`src/rtl/hit_histogrammer.sv`:
```
// Eight-channel rising-edge hit counter bank: synchronised inputs, per-channel
// holdoff, 32-bit saturating counts with sticky overflow, collision-safe clear.
module hit_histogrammer #(
  parameter int NCH     = 8,
  parameter int HOLDOFF = 4
) (
  input  logic                 clk,
  input  logic                 reset,
  input  logic [NCH-1:0]       hits,
  input  logic                 enable,
  input  logic                 resethist,
  output logic [NCH-1:0][31:0] h,
  output logic [NCH-1:0]       ovf
);

  localparam int HOW = (HOLDOFF > 0) ? $clog2(HOLDOFF + 1) : 1;
  localparam logic [HOW-1:0] HO_LOAD = HOW'(HOLDOFF);

  logic [NCH-1:0]           s1_q, s1_d;
  logic [NCH-1:0]           s2_q, s2_d;
  logic [NCH-1:0]           s3_q, s3_d;
  logic [NCH-1:0][HOW-1:0]  ho_q, ho_d;
  logic [NCH-1:0][31:0]     h_q, h_d;
  logic [NCH-1:0]           ovf_q, ovf_d;
  logic [NCH-1:0]           rise;
  logic [NCH-1:0]           accepted;
  logic [NCH-1:0]           count_ev;

  always_comb begin
    s1_d     = hits;
    s2_d     = s1_q;
    s3_d     = s2_q;
    rise     = s2_q & ~s3_q;
    accepted = '0;
    count_ev = '0;
    ho_d     = ho_q;
    h_d      = h_q;
    ovf_d    = ovf_q;
    for (int i = 0; i < NCH; i++) begin
      accepted[i] = rise[i] && (ho_q[i] == '0);
      count_ev[i] = accepted[i] && enable;

      // Holdoff runs even while counting is disabled.
      if (accepted[i]) begin
        ho_d[i] = HO_LOAD;
      end else if (ho_q[i] != '0) begin
        ho_d[i] = ho_q[i] - HOW'(1);
      end

      // A clear that coincides with a counted edge keeps that edge.
      if (resethist) begin
        h_d[i]   = count_ev[i] ? 32'd1 : 32'd0;
        ovf_d[i] = 1'b0;
      end else if (count_ev[i]) begin
        if (h_q[i] == 32'hFFFF_FFFF) begin
          ovf_d[i] = 1'b1;
        end else begin
          h_d[i] = h_q[i] + 32'd1;
        end
      end
    end
  end

  always_ff @(posedge clk or posedge reset) begin
    if (reset) begin
      s1_q  <= '0;
      s2_q  <= '0;
      s3_q  <= '0;
      ho_q  <= '0;
      h_q   <= '0;
      ovf_q <= '0;
    end else begin
      s1_q  <= s1_d;
      s2_q  <= s2_d;
      s3_q  <= s3_d;
      ho_q  <= ho_d;
      h_q   <= h_d;
      ovf_q <= ovf_d;
    end
  end

  assign h   = h_q;
  assign ovf = ovf_q;

endmodule
```
`config.mk`:
```
export PLATFORM = sky130hd
export DESIGN_NAME = hit_histogrammer
export DESIGN_NICKNAME = d
export VERILOG_FILES = /design/src/rtl/hit_histogrammer.sv
export SDC_FILE = /design/constraint.sdc
export NUM_CORES = 1
export LEC_CHECK = 0
export CAP_MARGIN = 20
export CELL_PAD_IN_SITES_DETAIL_PLACEMENT = 1
export CELL_PAD_IN_SITES_GLOBAL_PLACEMENT = 1
export CORE_MARGIN = 2
export CORE_UTILIZATION = 38
export CTS_CLUSTER_DIAMETER = 120
export CTS_CLUSTER_SIZE = 20
export DETAILED_ROUTE_END_ITERATION = 7
export PLACE_DENSITY = 0.86
export SKIP_LAST_GASP = 1
export SLEW_MARGIN = 30
export SYNTH_ARGS = -nofsm -noshare
export SYNTH_HDL_FRONTEND = slang
export SYNTH_SLANG_ARGS = --single-unit
```
`constraint.sdc`:
```
create_clock -name clk -period 10.6 [get_ports clk]
set_input_delay 1.06 -clock clk [delete_from_list [all_inputs] [get_ports clk]]
set_output_delay 1.06 -clock clk [all_outputs]
set_load 0.01 [all_outputs]
```
# Word-level counts from Yosys, hierarchy flattened
# Index checks and enable logic that the tools add are counted.
# totals
n_memories	0
latchBits	0
register_bits	312
rom_bits	0
in_bits	12
mem_bits_rw	0
out_inout_bits	264
# op_classes
shift	0
n_eq_ne	16
n_addsub	16
n_lt_le_gt_ge	0
n_bitwise	2
reduce_logical	72
n_mul	0
muxes	72
n_div	0
# ops
cell	count
32-bit 2-to-1 mux	24
32-bit by 1-bit adder with 32-bit output (second input constant)	8
32-bit equality test (second input constant)	8
3-bit 2-to-1 mux	16
2-bit nonzero test	24
1-bit 2-to-1 mux	32
2-bit AND reduction	16
3-bit zero test	8
3-bit nonzero test	8
3-bit by 1-bit subtractor with 3-bit output (second input constant)	8
1-bit logical AND	16
2-bit inequality test (second input constant)	8
8-bit AND	1
8-bit inverter	1

# Depth between registers and ports, before layout
# Gate-level depths: netlist (run 1).
# depth
depth_word	6
depth_mapped	10

# Worst setup path after synthesis (run 1)
# Ideal clock, no wire load.
# synth_path
path_type	input -> register
from	in enable
to	reg h_q (netlist bit h[27])
path_slack_ns	8.025
setup_time_ns	0.132
t_arrival_ns	2.443
path_buffers	2
cell_stages	7
path_cell_list	clkbuf_1 nand3_1 a31oi_1 clkbuf_1 nand3_1 xnor2_1 nor2_1
# synth_via
elab_chain_len	3
# synth_lines
element	line_no	text
start: declaration	10	input logic enable,
1-bit logical AND	41	count_ev[i] = accepted[i] && enable;
2-bit nonzero test (no line)	n/a	
2-bit AND reduction (no line)	n/a	
end signal: assignment	70	h_q <= '0;
end signal: assignment	77	h_q <= h_d;
end: declaration	23	logic [NCH-1:0][31:0] h_q, h_d;
# Every way passes these cells.
# A chain may end at the register's enable or synchronous reset.

# Worst setup path in the final report (run 1)
# layout_path
from	in enable
to	reg h_q (netlist bit h[93])
# Same word-level chain as after synthesis.

==> impl_metrics.yaml, run 1 <==
drt:
  drc_errors: 0
  avgViaCountPerCell: 5.56
  final_antenna_net_count: 0
  wl_per_cell_microns: 19.0
  drtIter0Drc: 709
  first_pass_iters: 5
  drt_wl_total_microns: 46400
  vias: 13600
logic_synthesis:
  synthArstFlopShare_pct: 100
  yosys-top-cells-count: "dfrtp_1, nor2_1, nand3_1"
  synth.top_cells.by_area: "dfrtp_1, xor2_1, nor2_1"
  yosysWarnings: 0
  syn_area_sq_mm: 0.0157
  synthCells: 1668
  synthDistinctLibCells: 58
  ys_ff_latch: 312
  synthesis.nets: 1704
  synth_ff_type: "dfrtp_1"
  avgSynthCellArea_sq_um: 9.43
  yosysTopAreaCell: "dfrtp_1"
  synth_top_area_share_pct: 49.6
  yosys.cell_count.top_type: "dfrtp_1"
  yosysSeqAreaShare_pct: 49.6
  synth-edff-count: 0
clock_network:
  ctsHtreeMaxLevel: 1
  clock-sinks: 312
  clkTransAtPathRegs_ns: 0.09
  cts_root_buffer: "clkbuf_16"
  clock_latency_ns: 0.52
  post_cts_resized: 0
  cts_buffer_depth: 3
  cts_tree: "built"
  post_cts_buffers: 0
  cts_made_buffers: 19
  hold_buffers: 0
timing:
  tightest_slew_ns: 0.912
  layout_min_cycle_time_ns: 3.47
  slew_headroom_pct: 39.2
  finalMaxSlewViolations: 0
  finalSetupTns_ns: 0
  setup_viol: 0
  hold_violations: 0
  grt_setup_unrepaired: "false"
  holdWs_ns: 0.354
  post-route-period-util_pct: 32.8
  timing.fmax_ghz: 0.288
  clock_skew_ns: 0.0138
placement:
  dpl_cell_area_sq_mm: 0.0190
  dp_hpwl_microns: 33000
  numPortBuffers: 275
  gp_congestion: 0.854
critical_path:
  critPathTopFamily: "simple AND/OR/NAND/NOR gates"
  path_cells: "clkdlybuf4s50_1 -> buf_4 -> nand3b_1 -> nor2_1 -> nand4_1 -> nor3_1 -> a21oi_1 -> a31o_2"
  cpPeakStageDelay_ns: 0.62
  critPathBufInv: 2
  cp-startpoint: "enable"
  critical_path_required_ns: 11.02
  cp_num_cells: 8
  critPathCaptureType: "flop"
  regToRegStartpoint: "h[96]$_DFFE_PP0P_"
  worst_setup_path_start_kind: "input port"
  critPathSlowestCell: "nor2_1"
  worst_ep_arrival_time_ns: 3.89
  worstPathMaxFanout: 16
  path_class: "in -> reg"
  r2r_cells: 7
power:
  ir_drop_v: 0.0000755
  cellPowerDensity_mw_per_mm2: 117
  p_sw_share_pct: 26.6
  p_int_w: 0.00167
  clock_power_share_pct: 31.7
  p_leak_nw: 7.71
  comb_power_share_pct: 11.6
  p_switching_w: 0.000607
  power_frac_seq_pct: 56.7
die:
  die-area_sq_mm: 0.0431
  start_util_pct: 38.5
  die_width_microns: 207
  core_area_sq_mm: 0.0408
  die_y_microns: 207
  rows: 74
  ioPinCount: 276
cells_and_area:
  nNetsFinal: 1950
  post-route-util_pct: 47.8
  n_fill_cell: 4681
  syn2layout_area_growth_pct: 24.1
  post-route-cell-area_sq_mm: 0.0195
  drive_gt1_share_pct: 3.19
run:
  max_cap_violations: 0
global_routing:
  grt_max_degree: 114
  grt.total_usage_pct: 21.3
  grt-ovfl-total: 0
  grt_pass1_vias: 14200
  grt_pass1_wl_microns: 76800
  antenna_found_initial: 2
worst_hold_path:
  hold_path_class: "reg -> reg"
  hold_depth: 0
  worstHoldStart: "s1_q[0]$_DFF_PP0_"
status:
  status: "finished clean"
[routing by layer]
layer / wire, microns / share of wire, % / vias to the layer above / GRT usage (%)
met4: 1020 / 2.2 / 0 / 5.27
met3: 2170 / 4.7 / 50 / 3.87
met5: 0 / 0 / - / 0
li1: - / - / 6331 / -
met2: 22600 / 49 / 255 / 35.6
met1: 20700 / 45 / 6967 / 28.5
[cell type report]
type / count / area [sq um] / area share [%]
clock inverters: 1 / 8.76 / 0.0449
flip-flops and latches: 312 / 7810 / 40.0
multi-input cells: 1251 / 7550 / 38.7
inverters: 45 / 176 / 0.904
clock buffers: 19 / 475 / 2.44
repair buffers: 285 / 2840 / 14.5
diodes: 1 / 2.50 / 0.0128
well taps: 532 / 666 / 3.41
[registers in the layout, indices dropped and copies added, names as in the netlist]
signal	flops
h	256
ho_q	24
ovf	8
s1_q	8
s2_q	8
s3_q	8
[power by group through the flow]
stage	Sequential [W]	Clock, W	Combinational [W]
2_1_floorplan	0.00131	0	0.000189
3_3_place_gp	0.00131	0	0.000241
3_5_place_dp	0.00132	0	0.000269
4_1_cts	0.00129	0.000754	0.000270
5_1_grt	0.00130	0.000795	0.000306
6_report	0.00129	0.000722	0.000265
[through the flow]
step	setup WS (ns)	power, W	cells
3_5_place_dp	6.62	0.00159	2425
5_1_grt	6.83	0.00240	2446
6_report	7.13	0.00228	2446
4_1_cts	7.17	0.00232	2445
3_3_place_gp	6.58	0.00155	2425
2_1_floorplan	0.911	0.00150	1668
[layout by cell type, fill, tap and decap left out, types with 7 or more instances in the layout]
cell type / n
o21ai_0: 58
nand2_1: 105
nor3_1: 45
nor4_1: 26
and2_1: 16
and4_1: 27
a211oi_1: 7
inv_1: 44
o211ai_1: 8
or4_1: 9
nor2_1: 246
clkdlybuf4s50_1: 274
nand3b_1: 10
nor2b_1: 32
clkbuf_16: 19
dfrtp_1: 312
a21oi_1: 53
nand3_1: 125
and3_1: 62
or3_1: 41
nand4_1: 100
xor2_1: 123
ha_1: 24
buf_4: 8
xnor2_1: 70
[cell families (layout without fill, tap and decap cells)]
kind of cell	after synthesis	after routing	share of synthesized area, %
DFF	312	312	49.6
buffers and inverters	105	350	2.54
other	0	1	0
xor gates and xnor gates	193	193	10.7
muxes	6	6	0.398
AOI/OAI and AO/OA	155	155	5.84
and+or+nand+nor	873	873	29.0
adders and majority gates	24	24	1.91
[worst paths after layout]
path | end | slack, ns
worst max-delay path | h[93]$_DFFE_PP0P_ | 7.13
worst min-delay path | s2_q[0]$_DFF_PP0_ | 0.35
worst max register to register | h[123]$_DFFE_PP0P_ | 7.39
worst min register to register | s2_q[0]$_DFF_PP0_ | 0.35
max in group asynchronous | ho_q[19]$_DFFE_PP0P_ | 8.11
min in group asynchronous | h[39]$_DFFE_PP0P_ | 1.08
Note: power is estimated with default switching activity, not from simulation.
==> run 2, diff against run 1 <==
--- a/config.mk
+++ b/config.mk
@@ -9,11 +9,11 @@
 export CELL_PAD_IN_SITES_DETAIL_PLACEMENT = 1
 export CELL_PAD_IN_SITES_GLOBAL_PLACEMENT = 1
 export CORE_MARGIN = 2
-export CORE_UTILIZATION = 38
+export CORE_UTILIZATION = 37
 export CTS_CLUSTER_DIAMETER = 120
 export CTS_CLUSTER_SIZE = 20
 export DETAILED_ROUTE_END_ITERATION = 7
-export PLACE_DENSITY = 0.86
+export PLACE_DENSITY = 0.87
 export SKIP_LAST_GASP = 1
 export SLEW_MARGIN = 30
 export SYNTH_ARGS = -nofsm -noshare
==> constraint.sdc (replaced) <==
create_clock -name clk -period 2.8 [get_ports clk]
set_input_delay 0.28 -clock clk [delete_from_list [all_inputs] [get_ports clk]]
set_output_delay 0.28 -clock clk [all_outputs]
set_load 0.01 [all_outputs]
==> impl_metrics.yaml, run 2 (synthesis results as in run 1) <==
drt:
  wl_met1_microns: 20600
  first_pass_iters: 7
  avgViaCountPerCell: 5.55
  wl_per_cell_microns: 19.0
  top_layer: "met4"
  drc_errors: 0
  met2_length_microns: 23200
  vias: 13800
  final_antenna_net_count: 0
  drtIter0Drc: 748
  drt_wl_total_microns: 47300
  met3_length_microns: 2670
timing:
  tightest_slew_ns: 0.818
  grt_setup_unrepaired: "false"
  setup_viol: 0
  timing.fmax_ghz: 0.398
  hold_violations: 0
  clock_skew_ns: 0.0319
  post-route-period-util_pct: 89.6
  finalSetupTns_ns: 0
  fin_ws_ns: 0.291
  finalMaxSlewViolations: 0
  layout_min_cycle_time_ns: 2.51
  slew_headroom_pct: 45.5
placement:
  post-place-ws_ns: 0.222
  gp_congestion: 0.859
  numPortBuffers: 275
  dp_hpwl_microns: 34200
critical_path:
  worstPathMaxFanout: 7
  path_class: "reg -> reg"
  critical_path_required_ns: 3.25
  r2r_cells: 8
  cp-startpoint: "ho_q[12]$_DFFE_PP0P_"
  critPathCaptureType: "flop"
  regToRegStartpoint: "ho_q[12]$_DFFE_PP0P_"
  worst_setup_path_start_kind: "flop"
  worst_ep_arrival_time_ns: 2.95
global_routing:
  grt-ovfl-total: 0
  grt_pass1_wl_microns: 78200
  grt.total_usage_pct: 21.4
  grt_max_degree: 114
  grt_pass1_vias: 14600
  antenna_found_initial: 1
clock_network:
  cts_made_buffers: 19
  cts_tree: "built"
  cts_buffer_depth: 3
  clkTransAtPathRegs_ns: 0.09
  clock-sinks: 312
  ctsHtreeMaxLevel: 1
  clock_latency_ns: 0.54
  cts_root_buffer: "clkbuf_16"
  post_cts_buffers: 0
cells_and_area:
  largest_reg_flops: 256
  final_common_cell: "dfrtp_1"
  drive_gt1_share_pct: 4.68
  syn2layout_area_growth_pct: 25.9
  nNetsFinal: 1981
  mostFrequentLayoutCells: "dfrtp_1, clkdlybuf4s50_1, nor2_1, nand3_1, xor2_1"
worst_hold_path:
  hold_path_class: "in -> async"
die:
  core_area_sq_mm: 0.0419
  ioPinCount: 276
  die_width_microns: 210
  die-area_sq_mm: 0.0442
  rows: 75
  start_util_pct: 37.5
  die_y_microns: 210
power:
  cellPowerDensity_mw_per_mm2: 442
  p_leak_nw: 7.89
  ir_drop_v: 0.000324
run:
  max_cap_violations: 0
status:
  status: "finished clean"
## run 2: worst max-delay path: stages, from the launching register on
cell      delay (ns)
dfrtp_1         0.40
inv_1           0.09
ha_1            0.19
and4bb_2        0.29
and4_1          0.26
nand4_2         0.21
or3_1           0.47
or3_1           0.37
a21oi_1         0.16
## run 2: routing by layer
metal	global-route usage [%]	up-vias
li1	-	6407
met1	27.8	7094
met2	36.7	246
met3	4.68	55
met4	4.50	0
met5	0	-
## run 2: worst paths after layout
path,slack [ns],end
worst max register to register,0.29,h[157]$_DFFE_PP0P_
worst min register to register,0.35,s2_q[7]$_DFF_PP0_
min in group clk,0.18,s1_q[1]$_DFF_PP0_
worst max-delay path,0.29,h[157]$_DFFE_PP0P_
max in group asynchronous,1.91,h[168]$_DFFE_PP0P_
worst min-delay path,0.12,ho_q[5]$_DFFE_PP0P_
## run 2: cell type report
cell class,instances,area (sq um)
flip-flops and latches,312,7810
repair buffers,316,3130
clock buffers,19,475
multi-input cells,1251,7530
diodes,1,2.50
well taps,539,674
fillers,4774,22100
clock inverters,2,17.5
inverters,45,173
## run 2: power breakdown
part	leakage [nW]	internal, W	switching [W]	total (W)
Clock	0.243	0.00123	0.00158	0.00281
Combinational	3.39	0.000407	0.000632	0.00104
Sequential	4.25	0.00473	0.000170	0.00490
## run 2: stage by stage
step                      util (%)  power, W  instance area (sq um)  cells  hold WS (ns)
after global routing          47.2   0.00922                  19800   2485        0.0937
final                         47.2   0.00875                  19800   2485         0.125
after global placement        46.0   0.00590                  19300   2463         0.335
after CTS                     47.2   0.00891                  19800   2484        0.0983
after floorplan                  -   0.00566                  15700   1668         0.311
after detailed placement      46.0   0.00604                  19300   2463         0.336
## run 2: repair_timing
item / 4_1_cts / 5_1_grt
hold buffers: 0 / 0
endpoints found under the setup margin: 0 / 1
resized for setup: 0 / 1
==> run 3, diff against run 2 <==
--- a/config.mk
+++ b/config.mk
@@ -8,6 +8,7 @@
 export CAP_MARGIN = 20
 export CELL_PAD_IN_SITES_DETAIL_PLACEMENT = 1
 export CELL_PAD_IN_SITES_GLOBAL_PLACEMENT = 1
+export CORE_ASPECT_RATIO = 1.25
 export CORE_MARGIN = 2
 export CORE_UTILIZATION = 37
 export CTS_CLUSTER_DIAMETER = 120
@@ -19,3 +20,4 @@
 export SYNTH_ARGS = -nofsm -noshare
 export SYNTH_HDL_FRONTEND = slang
 export SYNTH_SLANG_ARGS = --single-unit
+export TNS_END_PERCENT = 20
==> impl_metrics.yaml, run 3 (synthesis results as in run 1) <==
power:
  cellPowerDensity_mw_per_mm2: 438
  ir_drop_v: 0.000397
  p_leak_nw: 7.90
  total_power_w: 0.00870
critical_path:
  worst_setup_path_start_kind: "flop"
  critical_path_required_ns: 3.21
  critPathSlowestCell: "or3_1"
  timing.rr.end: "h[249]$_DFFE_PP0P_"
  rrSetupSlack_ns: 0.24
  worstPathMaxFanout: 5
  r2r_cells: 8
  path_cells: "inv_1 -> ha_1 -> nor2b_1 -> and3_1 -> o31ai_2 -> or3_1 -> nor4_1 -> mux2_2"
  critPathCaptureType: "flop"
  path_class: "reg -> reg"
  worst_ep_arrival_time_ns: 2.97
  critPathTopFamily: "simple AND/OR/NAND/NOR gates"
  regToRegStartpoint: "ho_q[21]$_DFFE_PP0P_"
  cpPeakStageDelay_ns: 0.44
  critPathBufInv: 1
global_routing:
  grt_max_degree: 136
  grt_pass1_vias: 14600
  grt_pass1_wl_microns: 77300
  antenna_found_initial: 1
  grt.total_usage_pct: 21.1
  grt-ovfl-total: 0
clock_network:
  clock_latency_ns: 0.52
  cts_tree: "built"
  clock-sinks: 312
  cts_root_buffer: "clkbuf_16"
  cts_made_buffers: 19
  post_cts_buffers: 0
  clkTransAtPathRegs_ns: 0.09
  cts_buffer_depth: 3
  ctsHtreeMaxLevel: 1
timing:
  setup_viol: 0
  slew_headroom_pct: 36.3
  clock_skew_ns: 0.0152
  hold_violations: 0
  post-route-period-util_pct: 91.6
  timing.fmax_ghz: 0.390
  holdWs_ns: 0.0988
  finalMaxSlewViolations: 0
  grt_setup_unrepaired: "false"
  layout_min_cycle_time_ns: 2.56
  tightest_slew_ns: 0.956
die:
  start_util_pct: 37.4
  die-area_sq_mm: 0.0442
  core_area_sq_mm: 0.0420
  die_y_microns: 235
  die_width_microns: 188
  rows: 84
  ioPinCount: 276
cells_and_area:
  largest_reg_flops: 256
  post-route-util_pct: 47.3
  syn2layout_area_growth_pct: 26.3
  nNetsFinal: 1983
  mostFrequentLayoutCells: "dfrtp_1, clkdlybuf4s50_1, nor2_1, nand3_1, xor2_1"
  final_common_cell: "dfrtp_1"
  drive_gt1_share_pct: 4.73
  final_cells: 2507
  post-route-cell-area_sq_mm: 0.0199
drt:
  wl_per_cell_microns: 18.8
  drt_wl_total_microns: 47000
  avgViaCountPerCell: 5.51
  vias: 13800
  drtIter0Drc: 538
  drc_errors: 0
  final_antenna_net_count: 0
  first_pass_iters: 4
placement:
  dpl_cell_area_sq_mm: 0.0194
  gp_congestion: 0.837
  numPortBuffers: 275
  place_inst: 2485
  dp_hpwl_microns: 34000
status:
  status: "finished clean"
worst_hold_path:
  hold_path_class: "in -> async"
run:
  max_cap_violations: 0
## run 3: changes by cell type in the layout (fill, tap and decap cells not counted)
cell	before	now
inv_6	2	1
buf_12	5	7
nor2b_1	31	32
nor3_2	0	1
nor3_1	45	44
nor2b_2	1	0
diode_2	1	2
## run 3: worst max-delay path by stage
stage / startpoint / to / slack [ns] / cells after the start
3_3_place_gp: enable / h[249]$_DFFE_PP0P_ / 0.30 / 7
5_1_grt: ho_q[21]$_DFFE_PP0P_ / h[249]$_DFFE_PP0P_ / 0.03 / 8
2_1_floorplan: reset / h[0]$_DFFE_PP0P_ / -1.63 / 1
6_report: ho_q[21]$_DFFE_PP0P_ / h[249]$_DFFE_PP0P_ / 0.24 / 8
3_5_place_dp: enable / h[249]$_DFFE_PP0P_ / 0.25 / 7
4_1_cts: ho_q[21]$_DFFE_PP0P_ / h[249]$_DFFE_PP0P_ / 0.24 / 8
## run 3: power breakdown
| group | total [W] | leakage, nW | internal (W) | switching (W) |
|---|---|---|---|---|
| clock | 0.00277 | 0.239 | 0.00122 | 0.00154 |
| combinational | 0.00104 | 3.41 | 0.000409 | 0.000634 |
| sequential | 0.00490 | 4.25 | 0.00473 | 0.000166 |
| total | 0.00870 | 7.90 | 0.00636 | 0.00234 |
## run 3: cell type report
class,count,area [sq um]
diodes,2,5.00
clock buffers,19,475
clock inverters,1,8.76
fillers,4734,22200
inverters,45,173
multi-input cells,1251,7530
flip-flops and latches,312,7810
well taps,559,699
repair buffers,318,3170
## run 3: layer usage
metal | routed length, microns | up-vias | GRT usage (%)
li1 | - | 6400 | -
met1 | 19100 | 7073 | 25.3
met2 | 24400 | 267 | 38.5
met3 | 2540 | 69 | 4.16
met4 | 978 | 0 | 5.83
met5 | 0 | - | 0
## run 3: timing repair
action                                  in CTS  in global routing
endpoints found under the setup margin       0                  1
hold buffers                                 0                  0
resized for setup                            0                  1
endpoints found under the hold margin        0                  0
## run 3: through the flow
stage,setup slack (ns),setup TNS (ns)
after floorplan,-1.63,-510.09
after global placement,0.297,0
after detailed placement,0.255,0
after CTS,0.236,0
after global routing,0.0262,0
final,0.235,0
